`src/rtl/regfile_pc_bypass.sv`:
```
// Register file with three combinational read ports, one write port and a PC
// held in the top entry. The PC auto-increments, and same-cycle writes can be forwarded to the read ports.
module regfile_pc_bypass #(
  parameter int WIDTH       = 32,
  parameter int AW          = 4,
  parameter bit BYPASS      = 1'b1,
  parameter int PC_INC      = 4,
  parameter int PC_READ_OFS = 8,
  parameter int RESET_PC    = 0
) (
  input  logic             Clk,
  input  logic             Clr,
  input  logic             WE,
  input  logic [AW-1:0]    WA,
  input  logic [WIDTH-1:0] WD,
  input  logic             PCEn,
  input  logic [AW-1:0]    RA,
  input  logic [AW-1:0]    RB,
  input  logic [AW-1:0]    RC,
  output logic [WIDTH-1:0] A,
  output logic [WIDTH-1:0] B,
  output logic [WIDTH-1:0] C,
  output logic [WIDTH-1:0] PC
);

  localparam int            DEPTH   = 2 ** AW;
  localparam logic [AW-1:0] PC_ADDR = '1;

  logic             w_gpr_wr;
  logic             w_pc_wr;
  logic [WIDTH-1:0] r_pc;
  logic [WIDTH-1:0] w_view  [DEPTH];
  logic [AW-1:0]    w_raddr [3];
  logic [WIDTH-1:0] w_rdata [3];

  assign w_gpr_wr = WE && (WA != PC_ADDR);
  assign w_pc_wr  = WE && (WA == PC_ADDR);

  // NOTE: each entry is a flop with its own async clear, so Clr zeroes the
  // whole file at once; a RAM macro could not offer that.
  for (genvar i = 0; i < DEPTH - 1; i++) begin : g_gpr
    logic [WIDTH-1:0] r_q;

    // NOTE: state is updated with non-blocking assignments so every flop
    // samples pre-edge values regardless of process ordering.
    always_ff @(posedge Clk or posedge Clr) begin
      if (Clr)                               r_q <= '0;
      else if (w_gpr_wr && (WA == AW'(i)))   r_q <= WD;
    end

    assign w_view[i] = r_q;
  end

  // An explicit branch write takes priority over sequential advance.
  always_ff @(posedge Clk or posedge Clr) begin
    if (Clr)          r_pc <= WIDTH'(RESET_PC);
    else if (w_pc_wr) r_pc <= WD;
    else if (PCEn)    r_pc <= r_pc + WIDTH'(PC_INC);
  end

  assign w_view[DEPTH-1] = r_pc + WIDTH'(PC_READ_OFS);

  assign w_raddr[0] = RA;
  assign w_raddr[1] = RB;
  assign w_raddr[2] = RC;

  // NOTE: every output is assigned before any condition is evaluated, so no
  // path through the block leaves a stale value behind and no latch forms.
  always_comb begin
    for (int p = 0; p < 3; p++) begin
      w_rdata[p] = w_view[w_raddr[p]];
      if (BYPASS && w_gpr_wr && (w_raddr[p] == WA)) w_rdata[p] = WD;
    end
  end

  assign A  = w_rdata[0];
  assign B  = w_rdata[1];
  assign C  = w_rdata[2];
  assign PC = r_pc;

endmodule

```
`config.mk`:
```
export PLATFORM = sky130hd
export DESIGN_NAME = regfile_pc_bypass
export DESIGN_NICKNAME = d
export VERILOG_FILES = /design/src/rtl/regfile_pc_bypass.sv
export SDC_FILE = /design/constraint.sdc
export NUM_CORES = 1
export LEC_CHECK = 0
export CAP_MARGIN = 25
export CORE_ASPECT_RATIO = 0.75
export CORE_MARGIN = 8
export CORE_UTILIZATION = 30
export CTS_BUF_LIST = sky130_fd_sc_hd__clkbuf_8
export CTS_CLUSTER_DIAMETER = 30
export DETAILED_ROUTE_END_ITERATION = 8
export PLACE_DENSITY = 0.48
export SLEW_MARGIN = 40
export SYNTH_ARGS = -nofsm -noshare
export SYNTH_HDL_FRONTEND = slang
export SYNTH_SLANG_ARGS = --single-unit
```
`constraint.sdc`:
```
create_clock -name Clk -period 45.2 [get_ports Clk]
set_input_delay 11.3 -clock Clk [delete_from_list [all_inputs] [get_ports Clk]]
set_output_delay 11.3 -clock Clk [all_outputs]
set_load 0.05 [all_outputs]
```
# Word level (Yosys, flattened, before mapping)
# Index checks and enable logic that the tools add are counted.
[word_totals]
reg_bits = 512
in_bits = 52
word_cells = 79
[classes]
addsub = 2
magnitude_cmp = 3
eq_ne = 19
n_mux = 14
n_bitwise = 3
reduce_logical = 22
[op_table]
columns = ["op", "n"]
rows = [
  ["$bmux W32 S4", 3],
  ["$mux W32", 11],
  ["$add A32 B3 Y32 const B", 1],
  ["$add A32 B4 Y32 const B", 1],
  ["$eq A4 B4 Y1 const B", 8],
  ["$logic_and A1 B1 Y1", 20],
  ["$eq A4 B3 Y1 const B", 4],
  ["$ge A5 B5 Y1 const B", 3],
  ["$not A4 Y5", 3],
  ["$eq A4 B4 Y1", 3],
  ["$eq A4 B2 Y1 const B", 2],
  ["$eq A4 B1 Y1 const B", 1],
  ["$logic_not A4 Y1", 1],
  ["$ne A4 B4 Y1 const B", 1],
  ["$reduce_bool A2 Y1", 1],
]

# Depth between registers and ports, before layout
[logic_depth]
ltp_word = 5
depth_mapped = 10

# Least setup slack after synthesis
# Ideal clock, no wire load.
[synth_path]
path_kind = "input to output"
startpoint = "input port RC[1]"
endpoint = "output port C[10]"
arrival_time_ns = 14.209
t_required_ns = 33.900
slack_ns = 19.691
cell_stages = 7
n_path_buf = 4
path_cell_list = "buf_2 > buf_2 > buf_2 > buf_2 > mux4_2 > mux2i_1 > o311ai_0"
[synth_via]
elab_chain_cells = 5
[synth_rtl]
columns = ["element", "line_no", "source"]
rows = [
  ["start, declared", "19", "input logic [AW-1:0] RC,"],
  ["$not A4 Y5 (not written as such)", "71", "w_rdata[p] = w_view[w_raddr[p]];"],
  ["$bmux W32 S4", "71", ""],
  ["$mux W32 (not written as such) (2 in series)", "71", ""],
  ["$mux W32 *", "72", "if (BYPASS && w_gpr_wr && (w_raddr[p] == WA)) w_rdata[p] = WD;"],
  ["end, declared", "22", "output logic [WIDTH-1:0] C,"],
]
# Mark *: on every way between the ends. The rest lies on a longest branch, timed or not. The select of a mux whose other input is x is not followed.

# Worst setup path in the final report
[layout_path]
startpoint = "input port RA[1]"
endpoint = "output port A[25]"
[layout_via]
elab_chain_cells = 5
[layout_rtl]
columns = ["element", "line_no", "source"]
rows = [
  ["start, declared", "17", "input logic [AW-1:0] RA,"],
  ["$not A4 Y5 (not written as such)", "71", ""],
  ["$bmux W32 S4", "71", ""],
  ["$mux W32 (not written as such) (2 in series)", "71", ""],
  ["$mux W32 *", "72", ""],
  ["end, declared", "20", "output logic [WIDTH-1:0] A,"],
]
# Marked as above.

==> metrics.csv <==
metric;value;unit
drt-pass1-iter-count;5;
cts_made_buffers;137;
initial_core_util;30.3;%
synth.yosys.seq_area_share;38.0;%
number_of_antenna_violations_at_the_first_check_in_global_routing;6;
track_usage;21.5;%
p_leak;15.6;nW
route.met3.wl;10.9;mm
yosys_most_used_dff;sky130_fd_sc_hd__dfrtp_1;
worstPathCellList;buf_6 > buf_4 > buf_6 > xnor2_1 > nand3_1 > nor3_2 > buf_4 > nand2b_1 > o31ai_1 > a21oi_1 > clkdlybuf4s50_1;
core;111000;sq um
synth-edff-count;0;
max_freq;0.0368;GHz
critPathCaptureType;output pin;
synth_cell_type_count;62;
floorplan.die.width;403;um
critical_path.max_stage_delay;870;ps
yosysWarnings;0;
worstSetupStartpoint;RA[1];
ys_ff_latch;512;
buffer_ports.inserted;179;
areaGrowthSynthToFinish;18.5;%
finalNetCount;2828;
top_layer_used;met4;
cts_tree;yes;
startpoint_to_endpoint_class_of_the_critical_path;input pin to output pin;
power_density;51.6;nW/um^2
mean_number_of_vias_per_cell;6.00;
power.ir.vdd_worst;0.0307;mV
numPlacedInstances;4091;
worst-path-max-fanout;59;
post_layout_nonfiller_instances;4340;
placed_area;36700;sq um
clock-sinks;512;
path_clk_slew;50;ps
crit_arrival;15860;ps
hold_ws;524;ps
cts_htree_levels;4;
minimum_period_implied_by_the_final_worst_setup_slack;27160;ps
worst_slew_margin_rel;37.9;%
grt_remaining_overflow;0;
drt_iter0_drc;2755;
seqCellArea;12800;sq um
drv_cap;0;
globalplace.congestion;0.866;
clk_latency;800;ps
outcome;completed;
total_power;2.06;mW
cts_post_setup_buffers_inserted;0;
finalSetupViolations;0;
finish.instance_area;39900;sq um
avgRoutedWirePerCell;31.2;um
detailroute.via_count;26049;
clockBufferDepth;3;
fillers;10855;
drt.antenna.violating_nets;0;
chipHeight;306;um
wl_met2;59.8;mm
maximum_number_of_pins_on_one_net_before_global_route_repair;115;
worst_hold_path_type;register to register;
floorplan.rows;106;
crit-reg2reg-launch;PC[2];
multiInputGateArea;19600;sq um
most_common_library_cell_in_the_layout_ignoring_fill_and_taps;sky130_fd_sc_hd__mux2_2;
report.final.slew_viol_count;0;
grt_pass1_vias;26932;
area_enclosed_by_the_die_boundary;123000;sq um
mostFrequentLayoutCells;534 x sky130_fd_sc_hd__mux2_2, 512 x sky130_fd_sc_hd__dfrtp_1, 318 x sky130_fd_sc_hd__mux4_2;
hold_violations;0;
clock_tree.root_cell;sky130_fd_sc_hd__clkbuf_8;
count_of_hold_fix_buffers_inserted_at_cts;0;
worst_pin_slew;923;ps
hpwl;84.8;mm
synthesis.instances;2705;
hold_start;g_gpr[4].r_q[14];
drc;0;
cp.required;33900;ps
grt_first_pass_wirelength;197;mm
totalNegativeSetupSlack;0;ps
synth-async-reset-ratio;100;%
final_min_period_over_clock_period;60.1;%
critical_path.startpoint_type;input pin;
postSynthAreaPerCell;12.5;sq um
cts_repair_resize_count;0;
post_route_m1_wl;59.6;mm
critical_path.slowest_cell;sky130_fd_sc_hd__clkdlybuf4s50_1;
drive_above_1_share;41.8;%
design.portCount;180;
syn-cell-area;33700;sq um
post_synth_net_total;2759;
wl;135;mm
rsz0062_at_grt;no;
final.setup_skew;32.2;ps
## per-stage QoR
stage,setup slack [ps],utilization (%)
finish,18040,35.9
global route,17900,35.9
CTS,18090,35.8
detailed placement,18070,32.9
global placement,17790,32.8
floorplan,19600,-
## critical path: cells and delay by family
kind	cells	cell delay (ps)
simple gates	3	490
xor+xnor	1	240
compound gates	2	420
buf+inv	5	3220
## final timing paths
check,end,cells past startpoint,slack [ps]
max,A[25],11,18040
min,g_gpr[4].r_q[14],2,520
max reg2reg,PC[26],7,41830
min reg2reg,g_gpr[4].r_q[14],2,520
max in group asynchronous,g_gpr[3].r_q[20],4,32380
min in group asynchronous,g_gpr[0].r_q[5],2,11000
## cells in the mapped netlist (15+ instances only)
master	n	area, sq um
sky130_fd_sc_hd__mux4_2	318	7160
sky130_fd_sc_hd__buf_2	94	470
sky130_fd_sc_hd__o211ai_1	25	188
sky130_fd_sc_hd__nor3_1	48	240
sky130_fd_sc_hd__o21ai_0	142	711
sky130_fd_sc_hd__nand4_1	16	100
sky130_fd_sc_hd__dfrtp_1	512	12800
sky130_fd_sc_hd__nand3_1	24	120
sky130_fd_sc_hd__buf_4	18	135
sky130_fd_sc_hd__xnor2_1	37	324
sky130_fd_sc_hd__inv_1	26	97.6
sky130_fd_sc_hd__mux2i_1	117	1170
sky130_fd_sc_hd__o22ai_1	21	131
sky130_fd_sc_hd__buf_1	40	150
sky130_fd_sc_hd__nor2_1	80	300
sky130_fd_sc_hd__xor2_1	28	245
sky130_fd_sc_hd__nand2b_1	18	113
sky130_fd_sc_hd__nand2_1	136	510
sky130_fd_sc_hd__a31oi_1	15	93.8
sky130_fd_sc_hd__mux2_2	534	6010
sky130_fd_sc_hd__clkbuf_1	161	604
sky130_fd_sc_hd__o221ai_1	27	236
sky130_fd_sc_hd__a21oi_1	114	571
## cell type report
cell class,count,share of cell area [%]
Multi-Input combinational cell,1851,49.0
Clock buffer,169,5.82
Antenna cell,2,0.0125
Timing Repair Buffer,244,6.04
Tap cell,1458,4.57
Inverter,28,0.294
Sequential cell,512,32.1
Clock inverter,76,2.17
## where the power goes
group / switching (mW) / leakage, nW / internal (mW)
Sequential: 0.137 / 6.26 / 0.569
Combinational: 0.345 / 7.67 / 0.315
Clock: 0.255 / 1.68 / 0.442
Total: 0.736 / 15.6 / 1.33
## sequential cells by signal, indices dropped and copies added, names as in the netlist
| register | count |
|---|---|
| g_gpr.r_q | 480 |
| PC | 32 |
## per-layer routing
layer	vias to the layer above	global-route usage, %
met5	-	0
met1	13812	30.2
met3	309	5.14
li1	10593	-
met2	1335	32.2
met4	0	8.18
## cell families (layout without fill, tap and decap cells)
family                     count (synthesis)  after routing  share of synthesized area [%]
muxes                                    969            969                           42.6
DFF                                      512            512                           38.0
AOI/OAI and AO/OA                        430            430                           7.76
and+or+nand+nor                          385            385                           5.53
buffers and inverters                    342            517                           4.36
xor gates and xnor gates                  65             65                           1.69
adders and majority gates                  2              2                         0.0742
other                                      0              2                              0
Power figures use the tool's default switching activity.
